## config.mk

```make
export PLATFORM = sky130hd
export DESIGN_NAME = mem_arbiter
export DESIGN_NICKNAME = d
export VERILOG_FILES = /design/src/rtl/mem_arb_pkg.sv /design/src/rtl/mem_arb_starve_cnt.sv /design/src/rtl/mem_arbiter.sv
export SDC_FILE = /design/constraint.sdc
export NUM_CORES = 1
export LEC_CHECK = 0
export ABC_CLOCK_PERIOD_IN_PS = 4200
export CELL_PAD_IN_SITES_DETAIL_PLACEMENT = 1
export CELL_PAD_IN_SITES_GLOBAL_PLACEMENT = 1
export CORE_MARGIN = 2
export CORE_UTILIZATION = 32
export CTS_CLUSTER_SIZE = 40
export DETAILED_ROUTE_END_ITERATION = 7
export GPL_TIMING_DRIVEN = 0
export PLACE_DENSITY_LB_ADDON = 0.1
export SLEW_MARGIN = 20
export SYNTH_ARGS = -nofsm -noshare
export SYNTH_HDL_FRONTEND = slang
export SYNTH_SLANG_ARGS = --single-unit
```

## constraint.sdc

```tcl
create_clock -name CLK -period 4.2 [get_ports CLK]
set_clock_uncertainty 0.05 [all_clocks]
set_input_delay 0.84 -clock CLK [delete_from_list [all_inputs] [get_ports CLK]]
set_output_delay 0.84 -clock CLK [all_outputs]
set_load 0.03 [all_outputs]
```

## src/rtl/mem_arb_pkg.sv

```systemverilog
`default_nettype none
// ============================================================================
// mem_arb_pkg : shared types and constants for the CPU8 memory arbiter
// Rev 1.0
// ============================================================================
package mem_arb_pkg;

  typedef enum logic [2:0] {
    ST_IDLE      = 3'd0,
    ST_ISSUE     = 3'd1,
    ST_RDWAIT    = 3'd2,
    ST_LOCKED    = 3'd3,
    ST_LK_ISSUE  = 3'd4,
    ST_LK_RDWAIT = 3'd5
  } arb_state_e;

  typedef enum logic {
    REQ_CPU = 1'b0,
    REQ_DBG = 1'b1
  } req_id_e;

  localparam int STARVE_CNT_W = 4;

endpackage
`default_nettype wire

```

## src/rtl/mem_arb_starve_cnt.sv

```systemverilog
`default_nettype none
// ============================================================================
// mem_arb_starve_cnt : saturating count of CPU grants while the loader waits
// Rev 1.0
// ============================================================================
module mem_arb_starve_cnt
  import mem_arb_pkg::*;
#(
  parameter int MAX = 4
) (
  input  logic clk,
  input  logic rst,
  input  logic inc,
  input  logic clr,
  output logic sat
);

  localparam logic [STARVE_CNT_W-1:0] C_MAX = STARVE_CNT_W'(MAX);

  logic [STARVE_CNT_W-1:0] cnt_q, cnt_d;

  always_comb begin
    cnt_d = cnt_q;
    if (clr) begin
      cnt_d = '0;
    end else if (inc && (cnt_q != C_MAX)) begin
      cnt_d = cnt_q + 1'b1;
    end
  end

  always_ff @(posedge clk) begin
    if (rst) begin
      cnt_q <= '0;
    end else begin
      cnt_q <= cnt_d;
    end
  end

  assign sat = (cnt_q == C_MAX);

endmodule
`default_nettype wire

```

## src/rtl/mem_arbiter.sv

```systemverilog
`default_nettype none
// ============================================================================
// mem_arbiter : single-port RAM arbiter between CPU8 core and loader port
// Optional CPU write protection below PROT_TOP: define MEM_ARB_WRPROT_EN
// Rev 1.0
// ============================================================================
module mem_arbiter
  import mem_arb_pkg::*;
#(
  parameter int         STARVE_MAX = 4,
  parameter logic [7:0] PROT_TOP   = 8'h0F
) (
  input  logic       CLK,
  input  logic       CLR,
  input  logic       cpu_req,
  input  logic       cpu_we,
  input  logic [7:0] cpu_addr,
  input  logic [7:0] cpu_wdata,
  output logic       cpu_gnt,
  output logic [7:0] cpu_rdata,
  output logic       cpu_rvalid,
  input  logic       dbg_req,
  input  logic       dbg_we,
  input  logic       dbg_lock,
  input  logic [7:0] dbg_addr,
  input  logic [7:0] dbg_wdata,
  output logic       dbg_gnt,
  output logic [7:0] dbg_rdata,
  output logic       dbg_rvalid,
  output logic [7:0] ram_addr,
  output logic [7:0] ram_din,
  output logic       ram_we,
  input  logic [7:0] ram_dout,
  output logic       cpu_stall,
  output logic       wp_err
);

`ifdef MEM_ARB_WRPROT_EN
  localparam bit C_WRPROT_EN = 1'b1;
`else
  localparam bit C_WRPROT_EN = 1'b0;
`endif

  arb_state_e state_q, state_d;
  req_id_e    owner_q, owner_d;
  logic       acc_we_q, acc_we_d;
  logic [7:0] ram_addr_q, ram_addr_d, ram_din_q, ram_din_d;
  logic       ram_we_q, ram_we_d;
  logic       cpu_gnt_q, cpu_gnt_d, dbg_gnt_q, dbg_gnt_d;
  logic       cpu_rvalid_q, cpu_rvalid_d, dbg_rvalid_q, dbg_rvalid_d;
  logic [7:0] cpu_rdata_q, cpu_rdata_d, dbg_rdata_q, dbg_rdata_d;
  logic       wp_err_q, wp_err_d;
  logic       take_cpu, take_dbg, cnt_inc, cnt_clr, starve_sat;
  logic       wp_block;

  // A protected CPU write is still granted; only the RAM strobe is withheld.
  assign wp_block = C_WRPROT_EN && cpu_we && (cpu_addr <= PROT_TOP);

  mem_arb_starve_cnt #(
    .MAX (STARVE_MAX)
  ) u_starve_cnt (
    .clk (CLK),
    .rst (CLR),
    .inc (cnt_inc),
    .clr (cnt_clr),
    .sat (starve_sat)
  );

  always_ff @(posedge CLK) begin
    if (CLR) begin
      state_q      <= ST_IDLE;
      owner_q      <= REQ_CPU;
      acc_we_q     <= 1'b0;
      ram_addr_q   <= '0;
      ram_din_q    <= '0;
      ram_we_q     <= 1'b0;
      cpu_gnt_q    <= 1'b0;
      dbg_gnt_q    <= 1'b0;
      cpu_rvalid_q <= 1'b0;
      dbg_rvalid_q <= 1'b0;
      cpu_rdata_q  <= '0;
      dbg_rdata_q  <= '0;
      wp_err_q     <= 1'b0;
    end else begin
      state_q      <= state_d;
      owner_q      <= owner_d;
      acc_we_q     <= acc_we_d;
      ram_addr_q   <= ram_addr_d;
      ram_din_q    <= ram_din_d;
      ram_we_q     <= ram_we_d;
      cpu_gnt_q    <= cpu_gnt_d;
      dbg_gnt_q    <= dbg_gnt_d;
      cpu_rvalid_q <= cpu_rvalid_d;
      dbg_rvalid_q <= dbg_rvalid_d;
      cpu_rdata_q  <= cpu_rdata_d;
      dbg_rdata_q  <= dbg_rdata_d;
      wp_err_q     <= wp_err_d;
    end
  end

  always_comb begin
    state_d      = state_q;
    owner_d      = owner_q;
    acc_we_d     = acc_we_q;
    ram_addr_d   = ram_addr_q;
    ram_din_d    = ram_din_q;
    ram_we_d     = 1'b0;
    cpu_gnt_d    = 1'b0;
    dbg_gnt_d    = 1'b0;
    cpu_rvalid_d = 1'b0;
    dbg_rvalid_d = 1'b0;
    cpu_rdata_d  = cpu_rdata_q;
    dbg_rdata_d  = dbg_rdata_q;
    wp_err_d     = 1'b0;
    take_cpu     = 1'b0;
    take_dbg     = 1'b0;

    case (state_q)
      ST_IDLE: begin
        if (dbg_lock) begin
          state_d = ST_LOCKED;
        end else if (dbg_req && (starve_sat || !cpu_req)) begin
          take_dbg = 1'b1;
          state_d  = ST_ISSUE;
        end else if (cpu_req) begin
          take_cpu = 1'b1;
          state_d  = ST_ISSUE;
        end
      end
      ST_ISSUE:    state_d = acc_we_q ? ST_IDLE : ST_RDWAIT;
      ST_RDWAIT: begin
        if (owner_q == REQ_CPU) begin
          cpu_rdata_d  = ram_dout;
          cpu_rvalid_d = 1'b1;
        end else begin
          dbg_rdata_d  = ram_dout;
          dbg_rvalid_d = 1'b1;
        end
        state_d = ST_IDLE;
      end
      ST_LOCKED: begin
        if (dbg_req) begin
          take_dbg = 1'b1;
          state_d  = ST_LK_ISSUE;
        end else if (!dbg_lock) begin
          state_d = ST_IDLE;
        end
      end
      ST_LK_ISSUE: state_d = acc_we_q ? ST_LOCKED : ST_LK_RDWAIT;
      ST_LK_RDWAIT: begin
        dbg_rdata_d  = ram_dout;
        dbg_rvalid_d = 1'b1;
        state_d      = ST_LOCKED;
      end
      default:     state_d = ST_IDLE;
    endcase

    if (take_dbg) begin
      dbg_gnt_d  = 1'b1;
      owner_d    = REQ_DBG;
      acc_we_d   = dbg_we;
      ram_addr_d = dbg_addr;
      ram_din_d  = dbg_wdata;
      ram_we_d   = dbg_we;
    end
    if (take_cpu) begin
      cpu_gnt_d  = 1'b1;
      owner_d    = REQ_CPU;
      acc_we_d   = cpu_we;
      ram_addr_d = cpu_addr;
      ram_din_d  = cpu_wdata;
      ram_we_d   = cpu_we && !wp_block;
      wp_err_d   = wp_block;
    end
  end

  // Counter only advances while the loader is actually waiting.
  assign cnt_inc = take_cpu && dbg_req;
  assign cnt_clr = take_dbg || !dbg_req;

  always_comb begin
    cpu_stall = 1'b0;
    case (state_q)
      ST_LOCKED, ST_LK_ISSUE, ST_LK_RDWAIT: cpu_stall = 1'b1;
      default:                              cpu_stall = 1'b0;
    endcase
  end

  assign cpu_gnt    = cpu_gnt_q;
  assign cpu_rdata  = cpu_rdata_q;
  assign cpu_rvalid = cpu_rvalid_q;
  assign dbg_gnt    = dbg_gnt_q;
  assign dbg_rdata  = dbg_rdata_q;
  assign dbg_rvalid = dbg_rvalid_q;
  assign ram_addr   = ram_addr_q;
  assign ram_din    = ram_din_q;
  assign ram_we     = ram_we_q;
  assign wp_err     = C_WRPROT_EN ? wp_err_q : 1'b0;

endmodule
`default_nettype wire

```

==> flow_summary.ini <==
[status]
outcome = complete, no violations

[yosys]
synth_top_family_by_area = compound AO/OA/AOI/OAI gates
yosys.area.top_type_share_pct = 46.3
syn-cell-area_um2 = 1990
yosysWarnings = 0
synth_xor_area_share_pct = 0.440
synthTopCellsByArea = dfxtp_1 (46%), mux2i_1 (13%), a21oi_1 (7.3%), a211oi_1 (6.4%), nand2_1 (3.8%)
synth_cells = 218
ys_seq_elements = 46
synth_adder_area_share_pct = 1.26
synth-simple-area-share_pct = 14.5
seq_area_frac_synth_pct = 46.3
synth.avg_cell_area_um2 = 9.13
synthMuxAreaShare_pct = 12.6
ys_types = 41
synth_area_leader_cell = dfxtp_1
syn-num-nets = 267
synth_compound_gate_area_share_pct = 19.9

[timing]
worst_pin_slew_ps = 1040
slew-limit-headroom_pct = 30.0
finalSetupViolCount = 0
drv_slew = 0
max_freq_ghz = 0.312
timing.final.crit_period_ps = 3210
grt_setup_unrepaired = no
whs_ps = 406
period_share_pct = 76.3
fin_tns_setup_ps = 0
final-hold-violation-count = 0
setup_ws_ps = 994

[setup_path]
reg2reg_to = ram_addr[6]
required_ps = 3310
reg2regPathDepth = 6
r2r_start = state_q[1]
crit_path_end_kind = primary output
critPathMaxFanout = 10
ff2ff_setup_slack_ps = 1860
start_kind = flop
arrival_ps = 2320
critPathKind = flop to primary output

[cts]
numCtsBuffers = 5
post_cts_buffers = 0
cts_buffer_depth = 2
post_cts_resized = 0
clk_latency_ps = 300
ctsHoldBuffers = 0
clockRootBuffer = clkbuf_8
clock-sinks = 46
cts_tree = yes
clk_pin_slew_worst_paths_ps = 90
htreeDepth = 2

[floorplanning]
core-area_um2 = 5960
initial_core_util_pct = 33.4
die_y_um = 82.9
dieArea_um2 = 6870
die_w_um = 82.9
io_pins = 86
rows = 28

[layout]
n_antenna_cell = 0
fin_nets = 358
finalNonFillerCells = 385
fin_util_pct = 51.0
area_growth_pct = 52.5
finalInstanceArea_um2 = 3040
drive_gt1_share_pct = 5.81

[worst_hold_path]
worstHoldPathCells = 2
hp-start = cpu_rdata[3]
hold_class = flop to flop
holdPathEnd = cpu_rdata[3]

[place]
place_inst = 377
dpl_cell_area_um2 = 2930
detailedPlacementHpwl_um = 4400
post-place-ws_ps = 865
port_buffers = 83
place_congestion = 0.780

[drt]
drtAntennaViolNets = 0
routed_wl_um = 5760
via_per_inst = 5.07
vias = 1951
firstDrtPassIters = 4
drcViolationCount = 0
wl_per_cell_um = 15.0
drt_iter0_markers = 52

[global_route]
grt_use_total_pct = 16.7
antenna_found_initial = 0
grt_remaining_overflow = 0
grt_max_degree = 15
grt_pass1_wl_um = 9450
grt_pass1_vias = 1983

[pwr]
leakage_nw = 1.17
powerDensity_nw_per_um2 = 380
power_mw = 1.15
ir_worst_vdd_mv = 0.129

[job]
maxCapViolCount = 0
registers in the layout, indices dropped and copies added (netlist names), 3 cells and up:
register and flops:
cpu_rdata 8, u_starve_cnt.cnt_q 4, ram_din 8, dbg_rdata 8, ram_addr 8, state_q 3
synth_stat cells:
cell type	instances
a211o_1	1
a311o_1	1
clkbuf_2	1
nor4b_1	1
dfxtp_1	46
buf_4	1
xnor2_1	1
nor3_1	1
conb_1	1
nand2_1	20
or4_1	1
mux2i_1	25
a221o_1	1
nand4bb_1	1
o2bb2ai_1	1
nand4_1	2
a21bo_2	1
nand2b_1	2
or3_4	1
clkbuf_1	13
ha_1	2
and3b_1	1
a311oi_1	1
a21oi_1	29
or3_1	2
o21ai_1	1
nor2_1	18
a211oi_1	17
o211a_1	1
inv_1	6
or4b_2	1
o21ai_0	3
or4b_1	1
nand3_1	2
nor2b_1	1
buf_1	1
buf_2	2
o221ai_1	2
o221a_2	1
and2_1	3
a2bb2oi_1	1
power breakdown:
group          internal (mW)  total (mW)  switching (mW)
Clock                  0.175       0.328           0.152
Sequential             0.473       0.494          0.0210
Combinational          0.152       0.331           0.179
Total                  0.801        1.15           0.352
critical path, stage by stage, from the launching register on:
cell and delay (ps):
dfxtp_1 320, clkbuf_1 300, inv_1 200, clkbuf_1 290, o21ai_0 220, clkdlybuf4s50_1 690
routing by layer:
layer | vias to the layer above | global-route usage (%) | wire [um]
li1 | 956 | - | -
met3 | 6 | 6.16 | 381
met4 | 0 | 4.02 | 52
met1 | 933 | 19.5 | 2450
met2 | 56 | 29.0 | 2870
met5 | - | 0 | 0
cell type report:
class / count / area (um^2)
buffer: 18 / 75.1
clock buffer: 5 / 68.8
clock inverter: 3 / 40.0
fill: 709 / 2920
inverter: 6 / 22.5
multi-input combinational: 148 / 978
sequential: 46 / 921
tap: 75 / 93.8
timing repair buffer: 84 / 836
worst max-delay path by stage:
stage	from	to	slack, ps	depth (start not counted)
final	state_q[2]	cpu_stall	990	5
after global routing	state_q[2]	cpu_stall	810	5
after floorplan	state_q[2]	cpu_stall	1780	4
after CTS	state_q[2]	cpu_stall	970	5
after detailed placement	dbg_lock	ram_addr[4]	860	7
after global placement	dbg_lock	ram_addr[6]	880	7
cells in the final DEF (no fill, tap or decap), drive strengths merged, types with 2 or more instances in the layout:
master,count
nand4,2
o21ai,4
dfxtp,46
ha,2
clkdlybuf4s50,83
or4b,2
buf,5
a211oi,17
clkinv,2
mux2i,25
nor2,18
a21oi,29
and2,3
clkbuf,19
o221ai,2
or3,3
nand2b,2
inv,6
nand3,2
nand2,20
logic make-up (layout without fill, tap and decap cells):
| logic type | after synthesis | after routing |
|---|---|---|
| AO/OA/AOI/OAI | 61 | 61 |
| XOR/XNOR | 1 | 1 |
| adder cells (fa/ha/maj) | 2 | 2 |
| buffers and inverters | 24 | 116 |
| flip-flops | 46 | 46 |
| multiplexers | 25 | 25 |
| other | 1 | 1 |
| AND/OR/NAND/NOR | 58 | 58 |
Note: power is estimated with default switching activity, not from simulation.
